File: src/rtl/bcd_display_sequencer.sv
// ---------------------------------------------------------------------------
// bcd_display_sequencer
//   Converts the multiplier's product into a sign flag plus BCD digits for the
//   seven-segment bank. Each start captures an operand and takes its magnitude.
//   A shift-and-add-3 (double dabble) loop then processes one bit per clock.
//   The registered display outputs update together in a single UPDATE cycle.
//
// Ports
//   clk          rising-edge clock
//   reset        asynchronous, active-high reset
//   start        convert request, sampled only when idle
//   value        result to display (DATA_WIDTH bits)
//   signed_mode  1: value is two's complement, 0: unsigned
//   busy         high from LOAD through UPDATE
//   done         one-cycle pulse coincident with the output update
//   neg          show minus sign
//   digits       BCD digits, digit 0 (units) in bits [3:0]
//   blank        leading-zero blank mask, bit i blanks digit i
// ---------------------------------------------------------------------------
module bcd_display_sequencer #(
    parameter int DATA_WIDTH = 16,
    parameter int DIGITS     = 5
) (
    input  logic                  clk,
    input  logic                  reset,
    input  logic                  start,
    input  logic [DATA_WIDTH-1:0] value,
    input  logic                  signed_mode,
    output logic                  busy,
    output logic                  done,
    output logic                  neg,
    output logic [4*DIGITS-1:0]   digits,
    output logic [DIGITS-1:0]     blank
);

    localparam int CW = $clog2(DATA_WIDTH + 1);
    localparam int BW = 4 * DIGITS;
    localparam logic [DIGITS-1:0] BLANK_RST = {{(DIGITS-1){1'b1}}, 1'b0};

    typedef enum logic [1:0] {
        S_IDLE,
        S_LOAD,
        S_CONVERT,
        S_UPDATE
    } state_t;

    state_t                r_state;
    state_t                w_state_nxt;

    logic [DATA_WIDTH-1:0] r_op_val;
    logic                  r_op_sgn;
    logic [DATA_WIDTH:0]   r_mag;
    logic                  r_mag_nz;
    logic                  r_neg_pend;
    logic [BW-1:0]         r_bcd;
    logic [CW-1:0]         r_cnt;

    logic                  r_done;
    logic                  r_neg;
    logic [BW-1:0]         r_digits;
    logic [DIGITS-1:0]     r_blank;

    logic                  w_is_neg;
    logic [DATA_WIDTH:0]   w_op_ext;
    logic [DATA_WIDTH:0]   w_mag;
    logic [BW-1:0]         w_bcd_adj;
    logic [DIGITS-1:0]     w_blank;
    logic                  w_hi_zero;

    // ---------------- FSM ----------------
    always_ff @(posedge clk or posedge reset) begin
        if (reset) r_state <= S_IDLE;
        else       r_state <= w_state_nxt;
    end

    always_comb begin
        w_state_nxt = r_state;
        case (r_state)
            S_IDLE:    if (start) w_state_nxt = S_LOAD;
            S_LOAD:    w_state_nxt = S_CONVERT;
            S_CONVERT: if (r_cnt == CW'(DATA_WIDTH - 1)) w_state_nxt = S_UPDATE;
            S_UPDATE:  w_state_nxt = S_IDLE;
            default:   w_state_nxt = S_IDLE;
        endcase
    end

    // ---------------- combinational helpers ----------------
    // Sign-extend to DATA_WIDTH+1 bits before negating so the most negative
    // input still yields a positive magnitude (16'h8000 -> 32768).
    always_comb begin
        w_is_neg = r_op_sgn & r_op_val[DATA_WIDTH-1];
        w_op_ext = {r_op_sgn & r_op_val[DATA_WIDTH-1], r_op_val};
        w_mag    = w_is_neg ? (~w_op_ext + 1'b1) : w_op_ext;
    end

    // Add-3 on every nibble that is 5 or more, ahead of the shift.
    always_comb begin
        w_bcd_adj = '0;
        for (int i = 0; i < DIGITS; i++) begin
            w_bcd_adj[4*i +: 4] = (r_bcd[4*i +: 4] >= 4'd5) ?
                                  (r_bcd[4*i +: 4] + 4'd3) : r_bcd[4*i +: 4];
        end
    end

    // A digit is blanked when it and every higher digit are zero; units
    // always shows.
    always_comb begin
        w_blank   = '0;
        w_hi_zero = 1'b1;
        for (int i = DIGITS - 1; i > 0; i--) begin
            w_hi_zero  = w_hi_zero & (r_bcd[4*i +: 4] == 4'd0);
            w_blank[i] = w_hi_zero;
        end
    end

    // ---------------- datapath ----------------
    always_ff @(posedge clk or posedge reset) begin
        if (reset) begin
            r_op_val   <= '0;
            r_op_sgn   <= 1'b0;
            r_mag      <= '0;
            r_mag_nz   <= 1'b0;
            r_neg_pend <= 1'b0;
            r_bcd      <= '0;
            r_cnt      <= '0;
            r_done     <= 1'b0;
            r_neg      <= 1'b0;
            r_digits   <= '0;
            r_blank    <= BLANK_RST;
        end else begin
            r_done <= 1'b0;
            case (r_state)
                S_IDLE: begin
                    if (start) begin
                        r_op_val <= value;
                        r_op_sgn <= signed_mode;
                    end
                end
                S_LOAD: begin
                    r_mag      <= w_mag;
                    r_mag_nz   <= |r_op_val;
                    r_neg_pend <= w_is_neg;
                    r_bcd      <= '0;
                    r_cnt      <= '0;
                end
                S_CONVERT: begin
                    r_bcd <= (w_bcd_adj << 1) | BW'(r_mag[DATA_WIDTH-1]);
                    r_mag <= r_mag << 1;
                    r_cnt <= r_cnt + 1'b1;
                end
                S_UPDATE: begin
                    r_digits <= r_bcd;
                    r_neg    <= r_neg_pend & r_mag_nz;
                    r_blank  <= w_blank;
                    r_done   <= 1'b1;
                end
                default: ;
            endcase
        end
    end

    assign busy   = (r_state != S_IDLE);
    assign done   = r_done;
    assign neg    = r_neg;
    assign digits = r_digits;
    assign blank  = r_blank;

endmodule

File: config.mk
export PLATFORM = sky130hd
export DESIGN_NAME = bcd_display_sequencer
export DESIGN_NICKNAME = d
export VERILOG_FILES = /design/src/rtl/bcd_display_sequencer.sv
export SDC_FILE = /design/constraint.sdc
export NUM_CORES = 1
export LEC_CHECK = 0
export ABC_AREA = 1
export CAP_MARGIN = 40
export CORE_MARGIN = 5
export CORE_UTILIZATION = 55
export CTS_CLUSTER_DIAMETER = 120
export DETAILED_ROUTE_END_ITERATION = 10
export GPL_TIMING_DRIVEN = 0
export HOLD_SLACK_MARGIN = 0.05
export MAX_ROUTING_LAYER = met4
export PLACE_DENSITY = 0.77
export SETUP_SLACK_MARGIN = 0.05
export SLEW_MARGIN = 15
export SYNTH_ARGS = -nofsm -noshare
export SYNTH_HDL_FRONTEND = slang
export SYNTH_SLANG_ARGS = --single-unit
File: constraint.sdc
create_clock -name clk -period 6.9 [get_ports clk]
set_input_delay 0.69 -clock clk [delete_from_list [all_inputs] [get_ports clk]]
set_output_delay 0.69 -clock clk [all_outputs]
set_load 0.01 [all_outputs]
# Word level (Yosys, flattened, before mapping)
# Cells that the tools add are included.
[word_totals] reg_bits=88 input_bits=20 output_inout_bits=28 word_cells=60
[classes] n_addsub=7 order_cmp=5 eq_ne=6 n_mux=13 bitwise_logic=7 reduce_logical=10
[op_table] operator="20-bit one-hot mux with 2 select lines" n=1
[op_table] operator="16-bit one-hot mux with 2 select lines" n=1
[op_table] operator="4-bit by 3-bit greater-or-equal comparator with 1-bit output, second input constant" n=5
[op_table] operator="20-bit by 1-bit OR with 20-bit output" n=1
[op_table] operator="16-bit by 1-bit adder with 16-bit output, second input constant" n=1
[op_table] operator="4-bit by 2-bit adder with 4-bit output, second input constant" n=4
[op_table] operator="4-bit logical NOT" n=4
[op_table] operator="16-bit 2-to-1 mux" n=1
[op_table] operator="4-bit 2-to-1 mux" n=4
[op_table] operator="16-bit inverter" n=1
[op_table] operator="16-bit OR reduction" n=1
[op_table] operator="5-bit one-hot mux with 2 select lines" n=1
[op_table] operator="2-bit one-hot mux with 4 select lines" n=1
[op_table] operator="5-bit by 1-bit adder with 5-bit output, second input constant" n=1
[op_table] operator="1-bit bitwise AND" n=5
[op_table] operator="5-bit by 4-bit == test with 1-bit output, second input constant" n=1
[op_table] operator="2-bit == test, second input constant" n=2
[op_table] operator="2-bit 2-to-1 mux" n=2
[op_table] operator="2-bit != test, second input constant" n=2
[op_table] operator="2-bit AND reduction" n=2
[op_table] operator="2-bit nonzero test" n=2
[op_table] operator="3-bit by 2-bit adder with 3-bit output, second input constant" n=1
[op_table] operator="3-bit 2-to-1 mux" n=1
[op_table] operator="2-bit by 1-bit == test with 1-bit output, second input constant" n=1
[op_table] operator="2 further kinds" n=2

# Depth between registers and ports, before layout
# Gate-level depths: netlist of run 1.
[logic_depth] depth_word=4 mapped_depth=10 depth_no_buf=10

# Worst setup path before layout of run 1
# OpenSTA, ideal clock, no wires.
[synth_timing] path_kind="flip-flop to flip-flop" start="register r_state[0]" end="register r_mag[3]" setup_ps=124 arrival_ps=1352 t_required_ps=6776 setup_slack_ps=5424 stages_incl_launch_ff=7 path_buffers=1 synth_period_minus_slack_ps=1476 path_cell_list="dfrtp_1 inv_1 ha_1 nand2_1 buf_2 o22ai_1 o21bai_1"
[synth_between] elab_chain_len=2 word_cells_on_any_way=4 classes_between="2 x eq/ne; 1 x mux; 1 x reduce/logical"
[synth_rtl] element="start, declared" line="47" source="state_t r_state;"
[synth_rtl] element="start signal, assigned" line="73" source="else r_state <= w_state_nxt;"
[synth_rtl] element="2-bit == test / 2-bit by 1-bit == test with 1-bit output (equally long branches)" line="132" source="case (r_state)"
[synth_rtl] element="16-bit one-hot mux with 2 select lines / 2-bit nonzero test (equally long branches)"
[synth_rtl] element="end signal, assigned" line="140" source="r_mag <= w_mag;"
[synth_rtl] element="end signal, assigned" line="148" source="r_mag <= r_mag << 1;"
[synth_rtl] element="end, declared" line="52" source="logic [DATA_WIDTH:0] r_mag;"
# Parallel ways exist; a longest one is shown, timed or not.
# A chain may end at the register's enable or synchronous reset.

# Final worst setup path of run 1
[layout_timing] start="register r_state[0]" end="output busy"
[layout_between] elab_chain_len=1
[layout_rtl] element="2-bit nonzero test" line="162" source="assign busy = (r_state != S_IDLE);"
[layout_rtl] element="end, declared" line="29" source="output logic busy,"
# No other way between the ends.

==> summary.txt, run 1 <==
Global route
  • First-pass GRT wire length: roughly 16 mm
  • GRT Total Usage: 20.7%
  • Initial antenna violation count: 0
  • Vias in the first global route: roughly 3600
  • GRT overflow: 0
  • Largest net degree at the start of global routing: 52

Floorplan
  • Initial Util: 56.7%
  • Horiz. Die Dim: 99.3 µm
  • Core footprint: ~0.0077 mm²
  • # IOs: 48
  • Die area: 0.00985 mm²
  • Die height: a little under 100 µm
  • Num rows: 32

Logic synthesis
  • Synthesized area per cell: 8.43 µm²
  • Seq/Total Area, Yosys: between 50% and 60%
  • Synth Cell Area: 0.00438 mm²
  • Synth cell types: 30
  • Syn Inst Count: 520
  • Top post-synthesis cells by area: dfrtp_1 48%, nand2_1 9.2%, inv_1 6.5%, ha_1 5.7%, o21ai_0 5.5%
  • Count leader, synth: nand2_1
  • Post-synth EDFFs: 0
  • Post-synthesis register bit count: 88
  • Asr flop ratio synth: 100%
  • Warnings, synthesis: 0
  • Synth area leader: dfrtp_1
  • Post-synth top area share: 48.0%
  • Syn nets: 560
  • Ys flop type: dfrtp_1
  • Synth top cells by count: 107 x nand2_1, 84 x dfrtp_1, 76 x inv_1, 48 x o21ai_0, 42 x nor2_1

Drt
  • Routed Antenna Nets: 0
  • Avg WL per Cell: about 14 µm
  • Routed length on met2: 4.71 mm
  • 1st-pass router iterations: 4
  • DR vias: 3584
  • Post-Route M1 WL: 3.96 mm
  • Final WL: about 9 mm
  • Initial DRC Count: 174
  • DRC errors left: 0
  • DR vias/cell: 5.23
  • DR top layer: met4
  • Met3 Wirelength: 465 µm

CTS
  • Root buf cell: clkbuf_8
  • Setup Buffers After CTS: 0
  • Post_cts resized: 0
  • CTS Buf Count: 9
  • CTS sink cnt: 88
  • CTS tree: built
  • CTS H-tree depth: 3
  • Worst-Skew Late Latency: ~0.36 ns
  • Post-CTS Hold Fix Bufs: 0
  • Worst-path clk slew: 0.08 ns
  • Max Buffers Root-to-Sink: 2

Worst setup path
  • CP most frequent cell: inv_1
  • CP Class: reg -> out
  • R2R setup slack: 5.15 ns
  • FF-to-FF path depth: 6
  • WP data required: roughly 6.2 ns
  • Slowest stage delay, CP: 0.54 ns
  • Worst Path Arrival: 1.67 ns
  • Critical path cell sequence: inv_1 -> ha_1 -> inv_1 -> clkdlybuf4s50_1
  • Worst path slowest cell: clkdlybuf4s50_1
  • Reg2reg start: r_state[0]
  • Element type at the critical path start: register
  • Worst R2R End: r_mag[5]
  • CP max FO: 3
  • Crit path capture type: primary output

STA
  • TNS Setup: 0 ns
  • RSZ-0062 raised after global routing: no
  • Post-layout min period: 2.36 ns
  • PnR worst setup slack: 4.54 ns
  • Max Slew Vio Count: 0
  • Final setup viols: 0
  • Fmax achieved: 424 MHz
  • Final Hold Fails: 0
  • Skew final: 0.0123 ns
  • Period utilization: 34.1%

Cells and area
  • Fin cells: 685
  • Nets: 618
  • Area growth, synth to finish: 19.4%
  • Share of post-route cells with drive strength above 1: 8.92%
  • Diode count: 0
  • Final Cell Area: 0.00523 mm²

Pwr
  • Static Leakage: 2.53 nW
  • Design Power: 2.07 mW
  • Peak VDD IR: between 200 and 250 µV
  • PwrDens: between 300 and 400 mW/mm²

Hold path
  • Worst hold endpoint: blank[1]
  • Worst min path class: reg -> reg
  • Worst hold path stage count: 2
  • Hold Crit Start: blank[1]

Placement
  • Worst slack at placement: 4.90 ns
  • RD Place Congestion: 0.853
  • DP Wirelength: ~7 mm
  • Area after DPL: 0.00500 mm²
  • IO buf count: 46
  • Placed Cells: 669

Run status
  • Status: finished, final reports clean

Run
  • Max Cap Violations: 0
-- power breakdown --
group          total (mW)  switching, mW  internal [mW]
clock network       0.403          0.180          0.223
logic               0.891          0.554          0.337
registers           0.774         0.0969          0.677
total                2.07          0.831           1.24
-- registers in the layout, summed over array words and instances, names as in the netlist, 2 cells and up --
name	count
blank	4
digits	20
r_op_val	16
r_cnt	5
r_mag	16
r_bcd	20
r_state	2
-- area by class of cell --
type                       instances  area (µm²)
buffer                            17        81.3
tap                              102         128
multi-input combinational        336        1800
inverter                          79         299
clock inverter                     5        78.8
timing repair buffer              47         488
clock buffer                      11         151
fill                             621        2500
sequential                        88        2210
-- per-stage QoR --
step           hold slack, ns  utilization [%]
2_1_floorplan           0.448                -
3_3_place_gp            0.458             64.3
3_5_place_dp            0.467             64.7
4_1_cts                 0.481             67.7
5_1_grt                 0.508             67.7
6_report                0.485             67.7
-- metal layers --
layer | global-route usage, % | up-vias
met3 | 4.21 | 13
met1 | 24.6 | 1694
met5 | - | -
li1 | - | 1789
met4 | 6.62 | 0
met2 | 35.3 | 88
-- worst max-delay path: cells and delay by family (launching register included) --
family | cells | cell delay (ns)
fa+ha+maj | 1 | 0.21
buf+inv | 3 | 0.72
flops | 1 | 0.38
-- kinds of logic after synthesis --
| logic type | Yosys count | synth area share [%] |
|---|---|---|
| simple gates | 197 | 18.7 |
| compound gates | 107 | 14.0 |
| buf+inv | 96 | 8.62 |
| flops | 88 | 50.4 |
| fa+ha+maj | 20 | 5.71 |
| xor+xnor | 6 | 1.20 |
| mux | 5 | 1.28 |
| other cells | 1 | 0.0856 |
-- placed cells by master (no fill, tap or decap), types with 4 or more instances in the layout --
cell	instances
a21oi_1	24
buf_2	8
clkbuf_1	7
clkbuf_8	11
clkdlybuf4s50_1	46
dfrtp_1	84
dfstp_2	4
ha_1	20
inv_1	75
mux2_2	5
nand2_1	107
nand3_1	33
nand4_1	6
nor2_1	42
o21ai_0	48
o21ai_1	8
o21bai_1	4
o22ai_1	14
or2_2	4
xor2_1	6
-- worst max-delay path by stage --
stage / endpoint / cells after the start / from
3_5_place_dp: r_op_val[5] / 4 / start
3_3_place_gp: r_bcd[3] / 2 / reset
2_1_floorplan: digits[0] / 1 / reset
5_1_grt: busy / 4 / r_state[1]
4_1_cts: busy / 4 / r_state[0]
6_report: busy / 4 / r_state[0]
No activity file was read; power rests on OpenSTA's default activity.
==> run 2: changes to the inputs <==
==> constraint.sdc (replaced) <==
create_clock -name clk -period 2.4 [get_ports clk]
set_input_delay 0.24 -clock clk [delete_from_list [all_inputs] [get_ports clk]]
set_output_delay 0.24 -clock clk [all_outputs]
set_load 0.01 [all_outputs]
==> run 2 against run 1 <==
Effect of this change:
- power grew to 3.0 times the previous value
- worst setup slack lost 4.0 ns
- routed wire length grew 0.80%
- count of clock-buffer cells in the layout shrank 2
- non-clock buffer count grew 1
- combinational power grew to 2.9 times the previous value
==> summary.txt, run 2 (synthesized netlist as in run 1, its figures left out) <==
CTS
  • Root buf cell: clkbuf_8 (unchanged)
  • CTS tree: built (unchanged)
  • CTS sink cnt: 88 (unchanged)
  • CTS H-tree depth: 3 (unchanged)
  • Max Buffers Root-to-Sink: 2 (unchanged)
  • Post-CTS Hold Fix Bufs: 0 (unchanged)
  • Setup Buffers After CTS: 0 (unchanged)
  • Post_cts resized: 0 (unchanged)
  • CTS Buf Count: 9 (unchanged)
  • Worst-path clk slew: 0.09 ns (was 0.08 ns)
  • Worst-Skew Late Latency: 0.35 ns (was 0.36 ns)

Floorplan
  • Core footprint: 0.00773 mm² (unchanged)
  • Num rows: 32 (unchanged)
  • # IOs: 48 (unchanged)
  • Horiz. Die Dim: 99.3 µm (unchanged)
  • Die area: 0.00985 mm² (unchanged)
  • Initial Util: 56.7% (unchanged)
  • Die height: 99.3 µm (unchanged)

STA
  • Worst slew margin: a little over three fifths
  • Final setup viols: 0 (unchanged)
  • Fmax achieved: 527 MHz
  • Final Hold Fails: 0 (unchanged)
  • Hold Worst Slack: 0.286 ns (was 0.485 ns)
  • Period utilization: 79.1%
  • RSZ-0062 raised after global routing: no (unchanged)
  • Max Slew Vio Count: 0 (unchanged)
  • Skew final: 0.00774 ns (was 0.0123 ns)
  • Post-layout min period: 1.90 ns
  • TNS Setup: 0 ns (unchanged)
  • Slew @ Worst Pin: 0.554 ns

Global route
  • Largest net degree at the start of global routing: 36 (was 52)
  • GRT Total Usage: 20.7% (about the same)
  • Vias in the first global route: 3644 (was 3589)
  • First-pass GRT wire length: 16.2 mm (was 16.0 mm)
  • Initial antenna violation count: 0 (unchanged)
  • GRT overflow: 0 (unchanged)

Worst setup path
  • R2R setup slack: 0.65 ns (was 5.15 ns)
  • Reg2reg start: r_state[0] (unchanged)
  • Worst R2R End: r_mag[5] (unchanged)
  • Worst Path Arrival: 1.66 ns (was 1.67 ns)
  • CP Class: reg -> out (unchanged)
  • CP most frequent cell: inv_1 (unchanged)
  • Element type at the critical path start: register (unchanged)
  • CP max FO: 3 (unchanged)
  • Crit path to: busy (unchanged)
  • Critical path cell sequence: inv_1 -> ha_1 -> inv_1 -> clkdlybuf4s50_1 (unchanged)
  • FF-to-FF path depth: 6 (unchanged)
  • Slowest stage delay, CP: 0.54 ns (about the same)
  • Worst path slowest cell: clkdlybuf4s50_1 (unchanged)
  • Crit path capture type: primary output (unchanged)
  • Crit. Startpoint: r_state[0] (unchanged)
  • WP data required: 2.16 ns (was 6.21 ns)

Placement
  • IO buf count: 46 (unchanged)
  • DP Wirelength: 7.03 mm (about the same)
  • RD Place Congestion: 0.857 (was 0.853)

Run
  • Max Cap Violations: 0 (unchanged)

Drt
  • Routed Antenna Nets: 0 (unchanged)
  • Final WL: 9.35 mm (was 9.27 mm)
  • DR vias/cell: 5.28 (was 5.23)
  • Avg WL per Cell: 13.6 µm (was 13.5 µm)
  • Initial DRC Count: 229 (was 174)
  • DR vias: 3621 (was 3584)
  • 1st-pass router iterations: 5 (was 4)
  • DRC errors left: 0 (unchanged)

Cells and area
  • Nets: 619 (was 618)
  • Most common cell after layout, fill and taps aside: nand2_1 (unchanged)
  • Area growth, synth to finish: 21.0% (was 19.4%)
  • Filler Cells Inserted: 602 (was 621)
  • Diode count: 0 (unchanged)
  • Share of post-route cells with drive strength above 1: 9.08% (was 8.92%)
  • Commonest cells after routing, fill and taps aside: 107 x nand2_1, 84 x dfrtp_1, 75 x inv_1, 48 x o21ai_0, 46 x clkdlybuf4s50_1 (unchanged)

Pwr
  • PwrDens: 1170 mW/mm² (was 395 mW/mm²)
  • Static Leakage: 2.55 nW (was 2.53 nW)
  • Peak VDD IR: 637 µV (was 229 µV)

Run status
  • Status: finished, final reports clean (unchanged)

Hold path
  • Worst min path class: in -> async (was reg -> reg)
-- run 2: changes by cell type in the layout (fill, tap and decap cells not counted), moves of 2 or more --
cell	change
bufinv_16	+3
clkbuf_8	-2
clkinv_2	-2
clkinvlp_4	+2
buf_12	+2
-- run 2: worst min-delay path by stage --
stage / startpoint / endpoint / slack [ns] / cells past startpoint
final: reset / r_op_val[2] / 0.29 / 2
after global routing: reset / r_op_val[3] / 0.33 / 2
after detailed placement: blank[2] / blank[2] / 0.47 / 2
after CTS: reset / r_op_val[3] / 0.30 / 2
after floorplan: signed_mode / r_op_sgn / 0.39 / 1
after global placement: blank[2] / blank[2] / 0.46 / 2
-- run 2: report_power, final --
part,switching [mW],total (mW),internal [mW]
Combinational,1.60,2.57,0.970
Sequential,0.280,2.23,1.95
Clock,0.530,1.44,0.905
Total,2.41,6.23,3.82
-- run 2: critical path: cells and delay by family (launching register included) --
kind                       cells  cell delay, ns
buffers and inverters          3            0.72
adders and majority gates      1            0.21
DFF                            1            0.38
-- run 2: layout make-up --
type	instances	area [µm²]	area share (%)
sequential	88	2210	41.6
multi-input combinational	336	1800	33.9
timing repair buffer	48	500	9.43
inverter	79	300	5.66
clock inverter	7	166	3.14
tap	102	128	2.41
clock buffer	9	124	2.33
buffer	17	81.3	1.53
-- run 2: metrics by stage --
stage / std cells / cell area [µm²] / utilization, % / total power [mW] / worst slack [ns]
finish: 686 / 5310 / 68.7 / 6.23 / 0.501
global route: 686 / 5310 / 68.7 / 6.71 / 0.405
CTS: 686 / 5310 / 68.7 / 6.26 / 0.478
detailed placement: 670 / 5010 / 64.9 / 4.81 / 0.639
global placement: 668 / 4970 / 64.4 / 4.71 / 0.219
floorplan: 520 / 4390 / - / 4.01 / 0.924
-- run 2: routing by layer --
layer  vias to the layer above  wire [µm]  GRT usage, %
li1                       1797          -             -
met1                      1701       4050          25.2
met2                       103       4700          35.3
met3                        20        419          3.16
met4                         0        176          6.93
met5                         -          0             -
